--- src/rtl/demux_sel_ctrl.sv ---
// Select controller for the 1-to-4 LED demux: synchronises and debounces a push-button,
// and steps a registered 2-bit select on each clean press or on each auto-scan tick.
module demux_sel_ctrl #(
  parameter int DEB_CYCLES  = 1_000_000,
  parameter int SCAN_CYCLES = 50_000_000,
  parameter int CNT_W       = 26
) (
  input  logic       clk,
  input  logic       rst_n,
  input  logic       btn,
  input  logic       sw_auto,
  input  logic       sw_dir,
  output logic [1:0] sel,
  output logic       sel_pulse,
  output logic       btn_state,
  output logic [1:0] dbg_state
);

  typedef enum logic [1:0] {
    RELEASED     = 2'd0,
    PRESS_WAIT   = 2'd1,
    PRESSED      = 2'd2,
    RELEASE_WAIT = 2'd3
  } deb_state_t;

  localparam logic [CNT_W-1:0] DEB_LAST  = CNT_W'(DEB_CYCLES - 1);
  localparam logic [CNT_W-1:0] SCAN_LAST = CNT_W'(SCAN_CYCLES - 1);

  logic [1:0]       btn_sync, auto_sync, dir_sync;
  logic             btn_s, auto_s, dir_s;
  deb_state_t       state, next_state;
  logic [CNT_W-1:0] dcnt;
  logic [CNT_W-1:0] scnt;
  logic             press, tick, step;
  logic             in_wait, dcnt_clr;
  logic [1:0]       sel_d;
  logic             btn_state_d;

  always_ff @(posedge clk or negedge rst_n) begin
    if (!rst_n) begin
      btn_sync  <= 2'b00;
      auto_sync <= 2'b00;
      dir_sync  <= 2'b00;
    end else begin
      btn_sync  <= {btn_sync[0], btn};
      auto_sync <= {auto_sync[0], sw_auto};
      dir_sync  <= {dir_sync[0], sw_dir};
    end
  end

  assign btn_s  = btn_sync[1];
  assign auto_s = auto_sync[1];
  assign dir_s  = dir_sync[1];

  // Debounce state register; dcnt restarts on every entry into a wait state.
  assign in_wait  = (state == PRESS_WAIT) || (state == RELEASE_WAIT);
  assign dcnt_clr = (next_state != state) &&
                    ((next_state == PRESS_WAIT) || (next_state == RELEASE_WAIT));

  always_ff @(posedge clk or negedge rst_n) begin
    if (!rst_n) begin
      state <= RELEASED;
      dcnt  <= '0;
    end else begin
      state <= next_state;
      if (dcnt_clr)
        dcnt <= '0;
      else if (in_wait)
        dcnt <= dcnt + 1'b1;
      else
        dcnt <= '0;
    end
  end

  always_comb begin
    next_state = state;
    press      = 1'b0;
    case (state)
      RELEASED: begin
        if (btn_s) next_state = PRESS_WAIT;
      end
      PRESS_WAIT: begin
        if (!btn_s) begin
          next_state = RELEASED;
        end else if (dcnt == DEB_LAST) begin
          next_state = PRESSED;
          press      = 1'b1;
        end
      end
      PRESSED: begin
        if (!btn_s) next_state = RELEASE_WAIT;
      end
      RELEASE_WAIT: begin
        if (btn_s)
          next_state = PRESSED;
        else if (dcnt == DEB_LAST)
          next_state = RELEASED;
      end
      default: next_state = RELEASED;
    endcase
  end

  // Scan counter is held at zero in manual mode so re-entering auto starts a full period.
  always_ff @(posedge clk or negedge rst_n) begin
    if (!rst_n)
      scnt <= '0;
    else if (!auto_s || scnt == SCAN_LAST)
      scnt <= '0;
    else
      scnt <= scnt + 1'b1;
  end

  assign tick = auto_s && (scnt == SCAN_LAST);
  assign step = press || tick;

  always_comb begin
    sel_d       = sel;
    btn_state_d = (next_state == PRESSED) || (next_state == RELEASE_WAIT);
    if (step)
      sel_d = dir_s ? (sel - 2'd1) : (sel + 2'd1);
  end

  always_ff @(posedge clk or negedge rst_n) begin
    if (!rst_n) begin
      sel       <= 2'd0;
      sel_pulse <= 1'b0;
      btn_state <= 1'b0;
    end else begin
      sel       <= sel_d;
      sel_pulse <= step;
      btn_state <= btn_state_d;
    end
  end

  assign dbg_state = state;

endmodule
--- config.mk ---
export PLATFORM = sky130hd
export DESIGN_NAME = demux_sel_ctrl
export DESIGN_NICKNAME = d
export VERILOG_FILES = /design/src/rtl/demux_sel_ctrl.sv
export SDC_FILE = /design/constraint.sdc
export NUM_CORES = 1
export LEC_CHECK = 0
export CORE_MARGIN = 2
export CORE_UTILIZATION = 60
export DETAILED_ROUTE_END_ITERATION = 7
export PLACE_DENSITY = 0.77
export SYNTH_ARGS = -nofsm -noshare
export SYNTH_HDL_FRONTEND = slang
export SYNTH_SLANG_ARGS = --single-unit
--- constraint.sdc ---
create_clock -name clk -period 1.8 [get_ports clk]
set_input_delay 0.54 -clock clk [delete_from_list [all_inputs] [get_ports clk]]
set_output_delay 0.54 -clock clk [all_outputs]
set_load 0.05 [all_outputs]
==> results of run 1 <==
==> kinds of logic (layout without fill, tap and decap cells) <==
family,after synthesis,after routing
muxes,1,1
buffers and inverters,9,38
and+or+nand+nor,151,151
AOI/OAI and AO/OA,3,3
adders and majority gates,2,2
DFF,63,63
xor gates and xnor gates,51,51
==> synth_stat cells <==
cell type,n
dfrtp_1,63
xnor2_1,30
and2_1,28
nor2_1,27
xor2_1,21
nand2_1,19
nand4_1,19
nand3_1,15
and3_1,10
and4_1,7
nor2b_1,4
buf_4,3
nor4_2,3
and3b_1,2
buf_2,2
clkbuf_1,2
ha_1,2
inv_1,2
nor2_2,2
nor3_1,2
nor4_1,2
nor4_4,2
a21oi_1,1
a21oi_2,1
and3_2,1
and4b_1,1
mux2_2,1
nand3_2,1
nand4_4,1
nor3_2,1
nor4b_1,1
o21ai_0,1
or2_2,1
or3_1,1
or3_4,1
==> state kept, by name, summed over array words and instances (netlist names) <==
signal	flops
dir_sync	2
auto_sync	2
btn_sync	2
btn_state	1
sel_pulse	1
dbg_state	1
dcnt	26
sel	2
scnt	26
==> worst max-delay path, cell delays in order (launching register included) <==
cell     delay (ns)
dfrtp_1        0.42
nor4_1         0.33
nand4_1        0.20
or3_4          0.44
a21oi_2        0.13
xor2_1         0.14
==> layout make-up <==
type	instances	share of cell area, %
sequential	63	44.4
multi-input combinational	208	40.3
timing repair buffer	20	6.84
clock buffer	13	4.76
tap	67	2.36
clock inverter	3	1.13
inverter	2	0.212
==> routing by layer <==
layer  vias to the layer above  global-route usage, %  share of wire [%]
met3                         8                   8.03                3.7
li1                       1011                      -                  -
met4                         0                   10.1                1.3
met5                         -                      0                  0
met1                       979                   27.0                 45
met2                        34                   36.5                 50
==> through the flow <==
step	cell area [µm²]	utilization, %
global placement	3330	69.1
CTS	3540	73.4
detailed placement	3330	69.1
global route	3550	73.7
finish	3550	73.7
floorplan	3040	-
==> worst max path at each step <==
stage	slack [ns]	end	cells after the start
finish	0.06	sel[1]	5
global route	-0.02	sel[1]	6
CTS	0.04	dcnt[22]	6
detailed placement	0.05	dcnt[22]	6
global placement	0.12	dcnt[22]	6
floorplan	0.04	sel[1]	5
==> power groups by stage <==
| stage | clock network [µW] | registers [µW] | logic [µW] |
|---|---|---|---|
| global route | 1350 | 1450 | 114 |
| floorplan | 0 | 1480 | 33.0 |
| finish | 1270 | 1450 | 100 |
| detailed placement | 0 | 1480 | 103 |
| CTS | 1300 | 1450 | 103 |
| global placement | 0 | 1480 | 101 |
==> out/metrics.cfg, run 1 <==
[sta]
hold_viol_final = 0
drv_slew = 0
worst_pin_slew_ns = 0.409
maxSlewHeadroom_pct = 72.5
timing.fmax_mhz = 575
fin_ws_ns = 0.0600
fin_crit_sh_pct = 96.7
final.setup.tns_ns = 0
setup_viol = 0
finClkSkew_ns = 0.00819
worst_hold_slack_ns = 0.197
period_minus_slack_ns = 1.74

[synth]
synthCells = 280
syn_nets = 287
synth_top_family_by_area = simple AND/OR/NAND/NOR gates
synth.area.mux_share_pct = 0.370
synth.distinct_cells = 35
synthTopCellsByArea = dfrtp_1 (52%), xnor2_1 (8.6%), xor2_1 (6.0%)
ys_ff_latch = 63
yosys.area.top_type = dfrtp_1
yosys_warnings = 0
syn_area_um2 = 3040
synth_xor_xnor_area_share_pct = 14.7
synthAdderAreaFrac_pct = 0.823
yosysTopAreaCellShare_pct = 51.9
synth-simple-area-share_pct = 30.1
avgSynthCellArea_um2 = 10.9
synth-compound-area-share_pct = 0.617
ys_seq_area_share_pct = 51.9

[die]
die_w_um = 75.2
die-area_um2 = 5650
dieHeight_um = 75.2
placeableCoreArea_um2 = 4820
ios = 11
initial_core_util_pct = 63.1
rows = 25

[routing]
wl_um = 5400
num_vias = 2032
via_per_inst = 5.40
drt_iter0_drc = 132
routedWlPerCell_um = 14.4
drc = 0
first_pass_iters = 6
ant_nets = 0

[worst_setup_path]
r2r_start = dcnt[21]
regToRegEndpoint = sel[1]
crit_fanout = 4
worstPathArrival_ns = 2.00
reg2reg_slack_ns = 0.06
crit_path_start_kind = register
criticalPathCategory = reg2reg
endpoint_kind = register
startpoint = dcnt[21]
rr_worst_depth = 5
cp_data_required_time_ns = 2.06

[clock_tree]
htree_num_levels = 3
clock-sinks = 63
numCtsBuffers = 9
clock-root-buffer = clkbuf_8
ctsHoldBuffers = 0
insertion_delay_ns = 0.34
cts_resized = 0
cts_tree = built
cts_setup_buffers = 0
clkTransAtPathRegs_ns = 0.07
clk_path_buf_depth = 2

[power_and_ir_drop]
power.density_nw_per_um2 = 794
pwr-share-comb_pct = 3.6
clockPowerShare_pct = 44.9
power_switching_uw = 596
p_int_uw = 2220
power.total_uw = 2820
p_sw_share_pct = 21.1
p_leak_uw = 0.00161
seqPwrFrac_pct = 51.5
ir_worst_vdd_mv = 0.561

[global_routing]
grt.total_usage_pct = 22.5
gr-total-overflow = 0
first_global_vias = 2058
grt_max_degree = 64
grt_pass1_wl_um = 9190
antenna_found_initial = 0

[finish]
layout-area-overhead-vs-synth_pct = 16.7
final_cell_count_no_fill = 376
final_common_cell = dfrtp_1
layout_common_cells = dfrtp_1 (63), xnor2_1 (30), and2_1 (28)
drive_above_1_share_pct = 16.5
finalNetCount = 311
antennaDiodeCount = 0
num-fill-cells = 361
seqCellArea_um2 = 1580
multiInputGateArea_um2 = 1430

[placed_design]
hpwl_um = 3690
gp_congestion = 0.826
dp.cells = 360
pre_cts_ws_ns = 0.0509
port_buffers = 10

[job]
maxCapViolCount = 0

[hold_path]
hold_path.class = in2async

[status]
status = completed

Note: power is estimated with default switching activity, not from simulation.
==> inputs of run 2 (changes only) <==
Settings changed: CORE_MARGIN 2 to 4.
==> out/metrics.cfg, run 2 (synthesis gave the netlist of run 1 again) <==
[finish]
multiInputGateArea_um2 = 1450
num-fill-cells = 344
antennaDiodeCount = 0
finalNetCount = 312
drive_above_1_share_pct = 18.7
seqCellArea_um2 = 1580
layout_common_cells = dfrtp_1 (60), xnor2_1 (30), and2_1 (28)
reg_top3 = dcnt (26), scnt (26)
final_area_um2 = 3610
final_util_pct = 75.0
final_common_cell = dfrtp_1
layout-area-overhead-vs-synth_pct = 18.8

[worst_setup_path]
regToRegEndpoint = btn_state
cp_data_required_time_ns = 2.02
reg2reg_slack_ns = 0.08
crit_chain = nor4_4 -> nand4_1 -> nor3_1 -> mux2_2
cp_slowest_stage_delay_ns = 0.44
r2r_start = dcnt[8]
crit_fanout = 5
criticalPathCategory = reg2reg
startpoint = dcnt[8]
rr_worst_depth = 4
slowest_stage = dfrtp_2
endpoint_kind = register
worstPathArrival_ns = 1.94
crit_path_start_kind = register
crit_end = btn_state

[placed_design]
pre_cts_ws_ns = 0.0358
hpwl_um = 3400
placed_cell_area_um2 = 3320
port_buffers = 10
gp_congestion = 0.847

[clock_tree]
numCtsBuffers = 9
cts_tree = built
clock-sinks = 63
htree_num_levels = 3
clkTransAtPathRegs_ns = 0.07
insertion_delay_ns = 0.33
clk_path_buf_depth = 2
clock-root-buffer = clkbuf_8

[sta]
worst_hold_slack_ns = 0.191
timing.fmax_mhz = 580
finClkSkew_ns = 0.00725
fin_ws_ns = 0.0752
drv_slew = 0
maxSlewHeadroom_pct = 72.0
fin_crit_sh_pct = 95.8
setup_viol = 0
period_minus_slack_ns = 1.72
rsz0062_at_grt = false
worst_pin_slew_ns = 0.417
final.setup.tns_ns = 0
hold_viol_final = 0

[global_routing]
grt_max_degree = 64
grt_pass1_wl_um = 9740
grt.total_usage_pct = 19.9
first_global_vias = 2125
antenna_found_initial = 0
gr-total-overflow = 0

[routing]
ant_nets = 0
drc = 0
first_pass_iters = 4
via_per_inst = 5.42
wl_um = 5360
num_vias = 2043
drt_iter0_drc = 154
routedWlPerCell_um = 14.2

[hold_path]
hold_path.class = in2async

[die]
placeableCoreArea_um2 = 4820
rows = 25
ios = 11
die_w_um = 79.2
die-area_um2 = 6270
initial_core_util_pct = 63.1
dieHeight_um = 79.2

[power_and_ir_drop]
p_leak_uw = 0.00163
ir_worst_vdd_mv = 0.468
power.density_nw_per_um2 = 830

[status]
status = completed

[job]
maxCapViolCount = 0

run 2: stage by stage:
| stage | power [µW] | cells |
|---|---|---|
| after floorplan | 1510 | 280 |
| after global placement | 1570 | 359 |
| after detailed placement | 1580 | 359 |
| after CTS | 3030 | 375 |
| after global routing | 3110 | 377 |
| final | 3000 | 377 |
run 2: how the worst min path moves through the flow:
stage / start / endpoint / slack (ns) / depth (start not counted)
finish: rst_n / scnt[25] / 0.19 / 2
global route: rst_n / scnt[25] / 0.22 / 2
CTS: rst_n / scnt[14] / 0.21 / 2
detailed placement: dir_sync[0] / dir_sync[1] / 0.34 / 0
global placement: dir_sync[0] / dir_sync[1] / 0.33 / 0
floorplan: rst_n / auto_sync[0] / 0.24 / 0
run 2: per-layer routing:
layer / share of wire, % / global-route usage, % / vias to the layer above
li1: - / - / 1005
met1: 46 / 26.3 / 1001
met2: 49 / 31.1 / 29
met3: 3.7 / 6.35 / 8
met4: 1.2 / 6.70 / 0
met5: 0 / 0 / -
run 2: power by group:
group	switching, µW	leakage (µW)	internal (µW)
registers	16.7	0.000854	1430
clock network	515	0.000123	932
logic	61.0	0.000649	39.0
run 2: worst max-delay path: cells and delay by family, from the launching register on:
family | cells | cell delay, ns
simple gates | 3 | 0.79
mux | 1 | 0.38
flops | 1 | 0.44
run 2: repair_timing:
| action | CTS | global route |
|---|---|---|
| endpoints found under the hold margin | 0 | 0 |
| hold buffers | 0 | 0 |
| resized for setup | 0 | 11 |
| buffers inserted | 0 | 2 |
| endpoints found under the setup margin | 0 | 11 |
run 2: final cells by class:
| cell class | instances | share of cell area (%) |
|---|---|---|
| clock buffers | 14 | 5.06 |
| clock inverters | 2 | 1.66 |
| inverters | 2 | 0.208 |
| multi-input cells | 208 | 40.1 |
| flip-flops and latches | 63 | 43.7 |
| well taps | 67 | 2.32 |
| repair buffers | 21 | 6.93 |
==> inputs of run 3 (changes only) <==
Clock period 1.8 ns to 2.1 ns, I/O delays scaled along.
==> out/metrics.cfg, run 3 (synthesis gave the netlist of run 1 again) <==
[global_routing]
gr-total-overflow = 0
grt.total_usage_pct = 19.9
grt_max_degree = 64
use_met1_pct = 25.3
top_usage_layer = met2
antenna_found_initial = 0
grt_pass1_wl_um = 9480
grtUsageMet2_pct = 31.2
first_global_vias = 2080
grt_use_met3_pct = 5.90

[power_and_ir_drop]
p_leak_uw = 0.00159
seqPwrFrac_pct = 49.8
power.density_nw_per_um2 = 724
pwr-share-comb_pct = 3.1
ir_worst_vdd_mv = 0.463
p_sw_share_pct = 20.4
power.total_uw = 2500
power_switching_uw = 511
p_int_uw = 1990
clockPowerShare_pct = 47.1

[clock_tree]
insertion_delay_ns = 0.34
numCtsBuffers = 9
clock-root-buffer = clkbuf_8
clkTransAtPathRegs_ns = 0.07
clk_path_buf_depth = 2
clock-sinks = 63
cts_tree = built
htree_num_levels = 3
ctsHoldBuffers = 0

[worst_setup_path]
worstPathArrival_ns = 2.08
startpoint = dcnt[21]
crit_chain = nor4_1 -> nand4_1 -> nor3_1 -> mux2_2
critPathTopFamily = simple AND/OR/NAND/NOR gates
criticalPathCategory = reg2reg
r2r_start = dcnt[21]
crit_buf_inv = 0
slowest_stage = dfrtp_1
crit_path_start_kind = register
cp_slowest_stage_delay_ns = 0.41
cp_data_required_time_ns = 2.32
endpoint_kind = register
crit_fanout = 4

[die]
rows = 25
ios = 11
die_w_um = 79.2
die-area_um2 = 6270
dieHeight_um = 79.2
initial_core_util_pct = 63.1
placeableCoreArea_um2 = 4820

[placed_design]
gp_congestion = 0.805
pre_cts_ws_ns = 0.270
port_buffers = 10
hpwl_um = 3600

[finish]
drive_above_1_share_pct = 13.2
finalNetCount = 306
final_util_pct = 71.7
layout-area-overhead-vs-synth_pct = 13.7
antennaDiodeCount = 0
reg_top3 = dcnt (26), scnt (26)
final_common_cell = dfrtp_1
num-fill-cells = 365
layout_common_cells = dfrtp_1 (63), xnor2_1 (30), and2_1 (28)

[routing]
drc = 0
first_pass_iters = 4
via_per_inst = 5.51
wl_um = 5350
drt_iter0_drc = 140
ant_nets = 0
routedWlPerCell_um = 14.4
num_vias = 2044

[sta]
period_minus_slack_ns = 1.86
fin_ws_ns = 0.243
hold_viol_final = 0
rsz0062_at_grt = false
maxSlewHeadroom_pct = 66.6
timing.fmax_mhz = 538
setup_viol = 0
drv_slew = 0
fin_crit_sh_pct = 88.4
finClkSkew_ns = 0.00381
worst_pin_slew_ns = 0.497
final.setup.tns_ns = 0

[job]
maxCapViolCount = 0

[status]
status = completed

[hold_path]
hold_path.class = in2async

## run 3: final timing paths
| path | end | slack [ns] | cells past startpoint |
|---|---|---|---|
| worst max-delay path | btn_state | 0.24 | 4 |
| worst min-delay path | scnt[18] | 0.29 | 2 |
| worst max register to register | btn_state | 0.24 | 4 |
| worst min register to register | dir_sync[1] | 0.36 | 0 |
| max in group asynchronous | dcnt[14] | 1.55 | 2 |
| min in group clk | dir_sync[1] | 0.36 | 0 |
## run 3: final cells by class
cell class	count	area (µm²)	share of cell area, %
Sequential cell	63	1580	45.6
Multi-Input combinational cell	208	1420	41.0
Clock buffer	13	159	4.60
Timing Repair Buffer	15	148	4.27
Tap cell	67	83.8	2.43
Clock inverter	3	65.1	1.88
Inverter	2	7.51	0.217
## run 3: routing by layer
layer | up-vias | share of wire (%)
met5 | - | 0
met4 | 0 | 1.5
met3 | 10 | 3.6
met2 | 30 | 49
met1 | 1010 | 46
li1 | 994 | -
## run 3: repair_timing
| item | in CTS | in global routing |
|---|---|---|
| setup endpoints to repair | 0 | 1 |
| resized for setup | 0 | 1 |
| setup buffers | 0 | 0 |
## run 3: per-stage QoR
stage	cell area, µm²	hold slack (ns)	std cells
floorplan	3040	0.331	280
global placement	3230	0.337	355
detailed placement	3230	0.340	355
CTS	3450	0.301	371
global route	3460	0.300	371
finish	3460	0.287	371
## run 3: worst reg2reg max path, stage by stage (launching register included)
cell     delay (ns)
dfrtp_1        0.41
nor4_1         0.40
nand4_1        0.21
nor3_1         0.34
mux2_2         0.38
## run 3: power groups by stage
stage / sequential [µW] / clock [µW] / combinational, µW
3_5_place_dp: 1270 / 0 / 80.2
4_1_cts: 1250 / 1210 / 80.4
3_3_place_gp: 1270 / 0 / 79.4
5_1_grt: 1250 / 1260 / 89.8
6_report: 1250 / 1180 / 77.3
2_1_floorplan: 1270 / 0 / 28.2
